**config.mk**
```make
export PLATFORM = sky130hd
export DESIGN_NAME = ace_mem_ctrl
export DESIGN_NICKNAME = d
export VERILOG_FILES = /design/src/rtl/ace_mem_pkg.sv /design/src/rtl/ace_region_decode.sv /design/src/rtl/ace_mem_ctrl.sv
export SDC_FILE = /design/constraint.sdc
export NUM_CORES = 1
export LEC_CHECK = 0
export BUFFER_PORTS_ARGS = -buffer_cell sky130_fd_sc_hd__buf_2
export CAP_MARGIN = 20
export CORE_MARGIN = 1.5
export CORE_UTILIZATION = 45
export DETAILED_ROUTE_END_ITERATION = 16
export GPL_TIMING_DRIVEN = 0
export PLACE_DENSITY = 0.83
export SETUP_SLACK_MARGIN = 0.2
export SLEW_MARGIN = 0
export SYNTH_ARGS = -nofsm -noshare
export SYNTH_HDL_FRONTEND = slang
export SYNTH_SLANG_ARGS = --single-unit
```
**constraint.sdc**
```tcl
create_clock -name clk -period 2.4 [get_ports clk]
set_input_delay 0 -clock clk [delete_from_list [all_inputs] [get_ports clk]]
set_output_delay 0 -clock clk [all_outputs]
set_load 0.005 [all_outputs]
```
**src/rtl/ace_mem_pkg.sv**
```systemverilog
// ace_mem_pkg: shared types and helpers for the Jupiter Ace memory-bus controller.
// Holds the controller state enum, the default data width and the slice helpers
// used to pull per-region base/mask/wait-state fields out of flattened parameters.
package ace_mem_pkg;

  localparam int ACE_DATA_W = 8;

  typedef enum logic [2:0] {
    ST_IDLE,
    ST_CONTEND,
    ST_WAIT,
    ST_ACCESS,
    ST_DATA,
    ST_HOLD
  } ace_state_t;

  // Bit offset of field idx inside a flattened vector of width-bit fields.
  function automatic int field_lsb(input int idx, input int width);
    return idx * width;
  endfunction

  // Width of a region index; never zero so a single region still gets a port.
  function automatic int sel_width(input int n);
    return (n > 1) ? $clog2(n) : 1;
  endfunction

endpackage

```
**src/rtl/ace_region_decode.sv**
```systemverilog
// ace_region_decode: compares the CPU address against every region's base/mask
// pair and priority-encodes the result, lowest region index winning.
module ace_region_decode
  import ace_mem_pkg::*;
#(
  parameter int                     NREG     = 6,
  parameter int                     ADDR_W   = 16,
  parameter int                     SEL_W    = sel_width(NREG),
  parameter logic [NREG*ADDR_W-1:0] REG_BASE = {NREG*ADDR_W{1'b0}},
  parameter logic [NREG*ADDR_W-1:0] REG_MASK = {NREG*ADDR_W{1'b1}}
) (
  input  logic [ADDR_W-1:0] cpu_addr,
  output logic [SEL_W-1:0]  sel,
  output logic              hit_any
);

  logic [NREG-1:0] hit_vec;

  // Per-region hit: masked address equals the region base.
  always_comb begin
    hit_vec = '0;
    for (int i = 0; i < NREG; i++) begin
      hit_vec[i] = ((cpu_addr & REG_MASK[field_lsb(i, ADDR_W) +: ADDR_W])
                    == REG_BASE[field_lsb(i, ADDR_W) +: ADDR_W]);
    end
  end

  // Priority encoder: scan from the top so the lowest hitting index is left last.
  always_comb begin
    sel     = '0;
    hit_any = 1'b0;
    for (int i = NREG - 1; i >= 0; i--) begin
      if (hit_vec[i]) begin
        sel     = SEL_W'(i);
        hit_any = 1'b1;
      end
    end
  end

endmodule

```
**src/rtl/ace_mem_ctrl.sv**
```systemverilog
// ace_mem_ctrl: Z80-side memory-bus controller for the Jupiter Ace.
// Decodes the CPU address into one of NREG regions, sequences per-region wait
// states, pulses a one-cycle chip enable and registers the RAM read data back.
// Build option: define ACE_MEM_CONTEND_EN to enable the video-contention stall
// (CONTEND state, video_busy input and REG_CONTEND flags); without it the
// controller ignores video_busy entirely.
module ace_mem_ctrl
  import ace_mem_pkg::*;
#(
  parameter int                     NREG        = 6,
  parameter int                     ADDR_W      = 16,
  parameter int                     DATA_W      = ACE_DATA_W,
  parameter int                     WS_W        = 3,
  parameter logic [NREG*ADDR_W-1:0] REG_BASE    = {NREG*ADDR_W{1'b0}},
  parameter logic [NREG*ADDR_W-1:0] REG_MASK    = {NREG*ADDR_W{1'b1}},
  parameter logic [NREG*WS_W-1:0]   REG_WS      = {NREG*WS_W{1'b0}},
  parameter logic [NREG-1:0]        REG_CONTEND = {NREG{1'b0}}
) (
  input  logic                   clk,
  input  logic                   reset,
  input  logic [ADDR_W-1:0]      cpu_addr,
  input  logic                   mreq_n,
  input  logic                   wr_n,
  input  logic [DATA_W-1:0]      cpu_dout,
  output logic [DATA_W-1:0]      cpu_din,
  output logic                   data_oe,
  output logic                   wait_n,
  output logic [NREG-1:0]        region_ce,
  output logic                   region_we,
  input  logic [NREG*DATA_W-1:0] region_dout,
  input  logic                   video_busy,
  input  logic [DATA_W-1:0]      default_data
);

  localparam int SEL_W = sel_width(NREG);

  ace_state_t       state, next_state;
  logic [SEL_W-1:0] hit_sel, sel_q, sel_d;
  logic             hit_any;
  logic [WS_W-1:0]  ws_cnt, ws_d;
  logic             wr_q, wr_d;
  logic [DATA_W-1:0] din_d;
  logic             oe_d;
  logic             we_d;
  logic [NREG-1:0]  ce_d;
  logic             unused_bits;

  ace_region_decode #(
    .NREG     (NREG),
    .ADDR_W   (ADDR_W),
    .SEL_W    (SEL_W),
    .REG_BASE (REG_BASE),
    .REG_MASK (REG_MASK)
  ) u_decode (
    .cpu_addr (cpu_addr),
    .sel      (hit_sel),
    .hit_any  (hit_any)
  );

  // Write data goes from the CPU bus straight to the RAMs, so it is not used here.
`ifdef ACE_MEM_CONTEND_EN
  assign unused_bits = &{1'b0, cpu_dout};
`else
  assign unused_bits = &{1'b0, cpu_dout, video_busy, REG_CONTEND};
`endif

  // State register.
  always_ff @(posedge clk) begin
    if (reset) state <= ST_IDLE;
    else       state <= next_state;
  end

  // Next-state logic plus the next value of every registered output.
  always_comb begin
    next_state = state;
    sel_d      = sel_q;
    ws_d       = ws_cnt;
    wr_d       = wr_q;
    din_d      = cpu_din;
    oe_d       = data_oe;
    ce_d       = '0;
    we_d       = 1'b0;
    case (state)
      ST_IDLE: begin
        if (!mreq_n) begin
          if (!hit_any) begin
            next_state = ST_HOLD;
            din_d      = default_data;
            oe_d       = 1'b0;
          end else begin
            sel_d      = hit_sel;
            ws_d       = REG_WS[field_lsb(int'(hit_sel), WS_W) +: WS_W];
            next_state = (ws_d != '0) ? ST_WAIT : ST_ACCESS;
`ifdef ACE_MEM_CONTEND_EN
            if (REG_CONTEND[hit_sel] && video_busy) next_state = ST_CONTEND;
`endif
          end
        end
      end
`ifdef ACE_MEM_CONTEND_EN
      ST_CONTEND: begin
        if (mreq_n) begin
          next_state = ST_IDLE;
          ws_d       = '0;
        end else if (!video_busy) begin
          next_state = (ws_cnt != '0) ? ST_WAIT : ST_ACCESS;
        end
      end
`endif
      ST_WAIT: begin
        if (mreq_n) begin
          next_state = ST_IDLE;
          ws_d       = '0;
        end else begin
          ws_d = ws_cnt - WS_W'(1);
          if (ws_cnt <= WS_W'(1)) next_state = ST_ACCESS;
        end
      end
      ST_ACCESS: next_state = ST_DATA;
      ST_DATA: begin
        din_d      = region_dout[field_lsb(int'(sel_q), DATA_W) +: DATA_W];
        oe_d       = !wr_q;
        next_state = ST_HOLD;
      end
      ST_HOLD: begin
        if (mreq_n) begin
          next_state = ST_IDLE;
          oe_d       = 1'b0;
        end
      end
      default: next_state = ST_IDLE;
    endcase
    if (next_state == ST_ACCESS) begin
      ce_d[sel_d] = 1'b1;
      we_d        = !wr_n;
      wr_d        = !wr_n;
    end
  end

  // Datapath and output registers; wait_n tracks the stall states directly.
  always_ff @(posedge clk) begin
    if (reset) begin
      sel_q     <= '0;
      ws_cnt    <= '0;
      wr_q      <= 1'b0;
      cpu_din   <= '0;
      data_oe   <= 1'b0;
      wait_n    <= 1'b1;
      region_ce <= '0;
      region_we <= 1'b0;
    end else begin
      sel_q     <= sel_d;
      ws_cnt    <= ws_d;
      wr_q      <= wr_d;
      cpu_din   <= din_d;
      data_oe   <= oe_d;
      wait_n    <= !((next_state == ST_CONTEND) || (next_state == ST_WAIT));
      region_ce <= ce_d;
      region_we <= we_d;
    end
  end

endmodule

```
==> impl_metrics.env, run 1 <==
export IMPL_outcome="finished clean"
export IMPL_dr_pass1_iters=4
export IMPL_final_max_slew_violation_count=0
export IMPL_start_kind="flop"
export IMPL_drc=0
export IMPL_area_growth_pct=39.1
export IMPL_portBuffers=92
export IMPL_post_dp_cell_area_um2=2190
export IMPL_ys_seq_area_frac=0.324
export IMPL_yosys_top_cells_count="27 x dfxtp_1, 16 x nor2_1, 9 x a22oi_1"
export IMPL_synth_edff_count=0
export IMPL_yosys_top_cells_area="dfxtp_1 32%, mux4_2 8.1%, mux2_2 5.4%"
export IMPL_io_pins=102
export IMPL_synth_top_area_cell="dfxtp_1"
export IMPL_finalHoldViolCount=0
export IMPL_antenna_left=0
export IMPL_cts_reportedPaths_clkPinSlew_ns=0.09
export IMPL_fin_setup_tns_ns=0
export IMPL_cts_inserted_buffers=3
export IMPL_vdd_drop_max_uv=191
export IMPL_fp_dieW_um=63.9
export IMPL_start_util=0.485
export IMPL_cts_tree="built"
export IMPL_syn_num_nets=249
export IMPL_antenna_found_initial=0
export IMPL_placementRows=21
export IMPL_fmax_mhz=541
export IMPL_hpwl_um=3750
export IMPL_dieArea_um2=4090
export IMPL_die_h_um=63.9
export IMPL_design_core_area_um2=3440
export IMPL_cts_path_max_buffers=2
export IMPL_period_needed_ns=1.85
export IMPL_critPathKind="flop to flop"
export IMPL_tightest_slew_ns=0.483
export IMPL_track_usage=0.230
export IMPL_gp_congestion=0.892
export IMPL_final_util=0.675
export IMPL_grt_pass1_vias=1576
export IMPL_yosysWarnings=0
export IMPL_p_per_area_nw_per_um2=406
export IMPL_htree_levels=1
export IMPL_synth_ff_type="dfxtp_1"
export IMPL_routed_via_density=5.59
export IMPL_cts_root_buf="clkbuf_8"
export IMPL_synth_cells=162
export IMPL_fin_skew_ns=0.00152
export IMPL_hold_path_class="input port to flop"
export IMPL_end_kind="flop"
export IMPL_synthesis_area_per_instance_um2=10.3
export IMPL_relSlewSlack=0.676
export IMPL_vias=1750
export IMPL_critPathArrivalTime_ns=2.01
export IMPL_clock_sinks=27
export IMPL_pre_cts_ws_ns=0.585
export IMPL_diodes=0
export IMPL_synthMostInstantiatedCell="dfxtp_1"
export IMPL_yosysTopAreaCellShare=0.324
export IMPL_drt_wl_total_um=4810
export IMPL_overflow=0
export IMPL_worstPathRequired_ns=2.56
export IMPL_drtIter0Drc=92
export IMPL_async_flop_share=0
export IMPL_setup_ws_ns=0.553
export IMPL_clk_latency_ns=0.27
export IMPL_p_leak_nw=1.03
export IMPL_crit_fanout=10
export IMPL_drive_above_1_share=0.487
export IMPL_grt_pass1_wl_um=7390
export IMPL_routedWlPerCell_um=15.4
export IMPL_ys_types=52
export IMPL_fin_nets=355
export IMPL_synth_seq_cells=27
export IMPL_cts_setup_buffers=0
export IMPL_setup_viol=0
export IMPL_final_area_um2=2320
export IMPL_grt_max_degree=15
export IMPL_fin_crit_sh=0.770
export IMPL_rsz0062_at_grt="false"
export IMPL_maxCapViolCount=0
export IMPL_syn_area_um2=1670
export IMPL_fillers=280
==> cell type report <==
class	count	area [µm²]	area share
clock buffer	4	45.0	0.0194
buffer	13	88.8	0.0382
multi-input combinational	117	1020	0.440
sequential	27	541	0.233
inverter	5	18.8	0.00808
timing repair buffer	101	551	0.237
tap	46	57.6	0.0248
==> logic make-up after synthesis <==
family                   after synthesis  share of synthesized area
AO/OA/AOI/OAI                         42                      0.206
adder cells (fa/ha/maj)                3                     0.0210
buffers and inverters                 18                     0.0644
flip-flops                            27                      0.324
multiplexers                          16                      0.166
AND/OR/NAND/NOR                       56                      0.219
==> where the power goes <==
| group | internal (mW) | switching, mW |
|---|---|---|
| combinational | 0.117 | 0.0939 |
| clock | 0.119 | 0.134 |
| sequential | 0.467 | 0.0113 |
| total | 0.703 | 0.239 |
==> cell usage in the layout (no fill, tap or decap), types with 4 or more instances in the layout <==
cell type	count
a21oi_1	5
a221o_1	8
a22oi_1	9
buf_2	95
clkbuf_1	4
dfxtp_1	27
dlygate4sd3_1	9
mux2_2	8
mux4_2	6
nor2_1	16
nor3_1	5
nor4_2	4
o21ai_0	5
==> path summary, 6_finish.rpt <==
path	startpoint	end	slack, ns	cells after the start
worst min-delay path	reset	region_ce[3]	0.04	2
worst max register to register	sel_q[0]	cpu_din[6]	0.55	6
worst max-delay path	sel_q[0]	cpu_din[6]	0.55	6
worst min register to register	cpu_din[4]	cpu_din[4]	0.49	1
==> sequential cells by signal, indices dropped and copies added (netlist names) <==
name / flops
state: 3
sel_q: 3
region_ce: 6
cpu_din: 8
ws_cnt: 3
data_oe: 1
wait_n: 1
wr_q: 1
region_we: 1
==> worst max-delay path, cell delays in order, from the launching register on <==
cell and delay (ns):
dfxtp_1 0.34, buf_6 0.13, clkbuf_1 0.34, mux2_2 0.39, a22oi_1 0.22, nor2_1 0.07, a221o_1 0.26
==> metrics by stage <==
| stage | std cells | power, mW | hold slack [ns] |
|---|---|---|---|
| floorplan | 162 | 0.585 | 0.0758 |
| global placement | 300 | 0.679 | 0.199 |
| detailed placement | 300 | 0.686 | 0.200 |
| CTS | 313 | 0.945 | 0.0411 |
| global route | 313 | 0.991 | 0.0355 |
| finish | 313 | 0.942 | 0.0406 |
==> what timing repair did <==
item | CTS | global route
hold buffers | 9 | 0
resized for setup | 0 | 0
hold endpoints to repair | 10 | 0
==> routing by layer <==
metal  global-route usage  up-vias  part of all wire
met1                0.302      837              0.43
li1                     -      848                 -
met2                0.391       59              0.51
met4               0.0761        0             0.012
met3               0.0264        6             0.048
met5                    0        -                 0
Note: power is estimated with default switching activity, not from simulation.
==> inputs of run 2 (changes only) <==
ABC_AREA = 1   (was not set)
CORE_UTILIZATION = 44   (was 45)
PLACE_DENSITY = 0.8   (was 0.83)
clock period = 1.8 ns   (was 2.4 ns; I/O delays follow)
==> impl_metrics.env, run 2 <==
export IMPL_yosysWarnings=0
export IMPL_final_cell_mix="97 x buf_2, 65 x nor2_1, 57 x nand2_1"
export IMPL_fp_dieW_um=66.7
export IMPL_vdd_drop_max_uv=351
export IMPL_path_cells="inv_2 > nand2_4 > nor3_2 > nand3_2 > nand2_2 > nand2_1 > nand3_1 > o21ai_2"
export IMPL_area_growth_pct=32.7
export IMPL_fin_skew_ns=0.0164
export IMPL_clk_latency_ns=0.28
export IMPL_yosysTopAreaCellShare=0.303
export IMPL_setup_viol=0
export IMPL_die_h_um=66.7
export IMPL_final_common_cell="buf_2"
export IMPL_cts_reportedPaths_clkPinSlew_ns=0.11
export IMPL_p_leak_nw=1.25
export IMPL_ys_types=34
export IMPL_drive_above_1_share=0.352
export IMPL_start_util=0.473
export IMPL_cts_inserted_buffers=3
export IMPL_combPwrFrac=0.257
export IMPL_top_regs="cpu_din (8), region_ce (6)"
export IMPL_dieArea_um2=4440
export IMPL_final_max_slew_violation_count=0
export IMPL_power_mw=1.37
export IMPL_clockPowerShare=0.269
export IMPL_period_needed_ns=1.40
export IMPL_grt_max_degree=18
export IMPL_ys_seq_area_frac=0.303
export IMPL_fin_nets=471
export IMPL_critPathKind="flop to flop"
export IMPL_grt_pass1_wl_um=7170
export IMPL_antenna_left=0
export IMPL_fillers=386
export IMPL_worstPathRequired_ns=1.99
export IMPL_syn_num_nets=373
export IMPL_hpwl_um=3650
export IMPL_htree_levels=1
export IMPL_tightest_slew_ns=0.472
export IMPL_whs_ns=0.0514
export IMPL_fin_crit_sh=0.777
export IMPL_relSlewSlack=0.685
export IMPL_clock_sinks=27
export IMPL_synth_edff_count=0
export IMPL_synth_seq_cells=27
export IMPL_synth_ff_type="dfxtp_1"
export IMPL_swShare=0.297
export IMPL_critPathArrivalTime_ns=1.59
export IMPL_synthesis_area_per_instance_um2=6.23
export IMPL_p_per_area_nw_per_um2=581
export IMPL_routed_via_density=4.72
export IMPL_slowest_stage="dfxtp_1"
export IMPL_antenna_found_initial=0
export IMPL_diodes=0
export IMPL_regMostFlops="cpu_din"
export IMPL_track_usage=0.206
export IMPL_dr_pass1_iters=4
export IMPL_cts_path_max_buffers=2
export IMPL_io_pins=102
export IMPL_start_kind="flop"
export IMPL_fin_setup_tns_ns=0
export IMPL_portBuffers=92
export IMPL_drc=0
export IMPL_routedWlPerCell_um=10.4
export IMPL_fmax_mhz=715
export IMPL_maxCapViolCount=0
export IMPL_yosys_top_cells_area="dfxtp_1 30%, nor2_1 14%, nand2_1 12%"
export IMPL_yosys_top_cells_count="66 x nor2_1, 57 x nand2_1, 27 x dfxtp_1"
export IMPL_drtIter0Drc=102
export IMPL_largest_reg_flops=8
export IMPL_placementRows=22
export IMPL_netSwitchingPower_mw=0.408
export IMPL_synth_top_area_cell="dfxtp_1"
export IMPL_drt_wl_total_um=4500
export IMPL_gp_congestion=0.838
export IMPL_synthMostInstantiatedCell="nor2_1"
export IMPL_finalHoldViolCount=0
export IMPL_rsz0062_at_grt="false"
export IMPL_overflow=0
export IMPL_p_seq_frac=0.474
export IMPL_async_flop_share=0
export IMPL_vias=2036
export IMPL_hold_path_class="input port to flop"
export IMPL_cts_root_buf="clkbuf_8"
export IMPL_syn_area_um2=1780
export IMPL_crit_fanout=7
export IMPL_end_kind="flop"
export IMPL_grt_pass1_vias=1766
export IMPL_internal_power_mw=0.966
export IMPL_design_core_area_um2=3770
export IMPL_cpPeakStageDelay_ns=0.36
export IMPL_cts_setup_buffers=0
export IMPL_cts_tree="built"
export IMPL_synth_cells=286
export IMPL_outcome="finished clean"
run 2: changes by cell type after synthesis, sizes merged, moves of 9 or more:
cell   change
a22oi      -9
inv       +26
nand2     +60
nand3     +13
nor2      +54
o21ai     +30
run 2: power groups by stage:
stage	clock network [mW]	registers, mW	logic [mW]
after floorplan	0	0.666	0.206
after global placement	0	0.664	0.346
after detailed placement	0	0.665	0.349
after CTS	0.372	0.651	0.353
after global routing	0.405	0.655	0.403
final	0.370	0.651	0.353
run 2: routing by layer:
metal,share of wire,track usage,wire [µm],up-vias
li1,-,-,-,1094
met1,0.45,0.270,2030,873
met2,0.48,0.355,2160,67
met3,0.065,0.0287,292,2
met4,0.0060,0.0459,27,0
met5,0,0,0,-
run 2: path summary, 6_finish.rpt:
path                                 startpoint         end  slack [ns]  depth (start not counted)
worst max-delay path                   state[1]        wr_q        0.40                          8
worst min-delay path            default_data[4]  cpu_din[4]        0.05                          4
worst max register to register         state[1]        wr_q        0.40                          8
worst min register to register        ws_cnt[1]   ws_cnt[1]        0.48                          2
run 2: per-stage QoR:
stage / setup WS, ns / util / cells / cell area, µm²
6_report: 0.402 / 0.627 / 431 / 2370
2_1_floorplan: 0.578 / - / 286 / 1780
4_1_cts: 0.402 / 0.627 / 431 / 2360
3_3_place_gp: 0.458 / 0.611 / 426 / 2300
3_5_place_dp: 0.437 / 0.611 / 426 / 2300
5_1_grt: 0.218 / 0.627 / 431 / 2370
run 2: layout make-up:
type / instances / area, µm² / share of cell area
Buffer: 11 / 67.6 / 0.0286
Tap cell: 48 / 60.1 / 0.0254
Multi-Input combinational cell: 217 / 1060 / 0.448
Clock inverter: 1 / 8.76 / 0.00370
Inverter: 31 / 116 / 0.0492
Timing Repair Buffer: 93 / 470 / 0.199
Clock buffer: 3 / 41.3 / 0.0175
Sequential cell: 27 / 541 / 0.228
run 2: cells by family (layout without fill, tap and decap cells):
family	after synthesis	count (layout)	synth area share
flops	27	27	0.303
fa+ha+maj	2	2	0.0140
buf+inv	42	139	0.103
simple gates	164	164	0.430
compound gates	50	50	0.145
xor+xnor	1	1	0.00491
run 2: repair_timing:
action,CTS,global route
setup endpoints to repair,0,3
resized for setup,0,1
endpoints found under the hold margin,2,0
hold buffers,1,0
run 2: critical path, delay by kind of cell, from the launching register on:
family / cells / cell delay (ns)
AOI/OAI and AO/OA: 1 / 0.05
buffers and inverters: 1 / 0.09
DFF: 1 / 0.36
and+or+nand+nor: 6 / 0.82
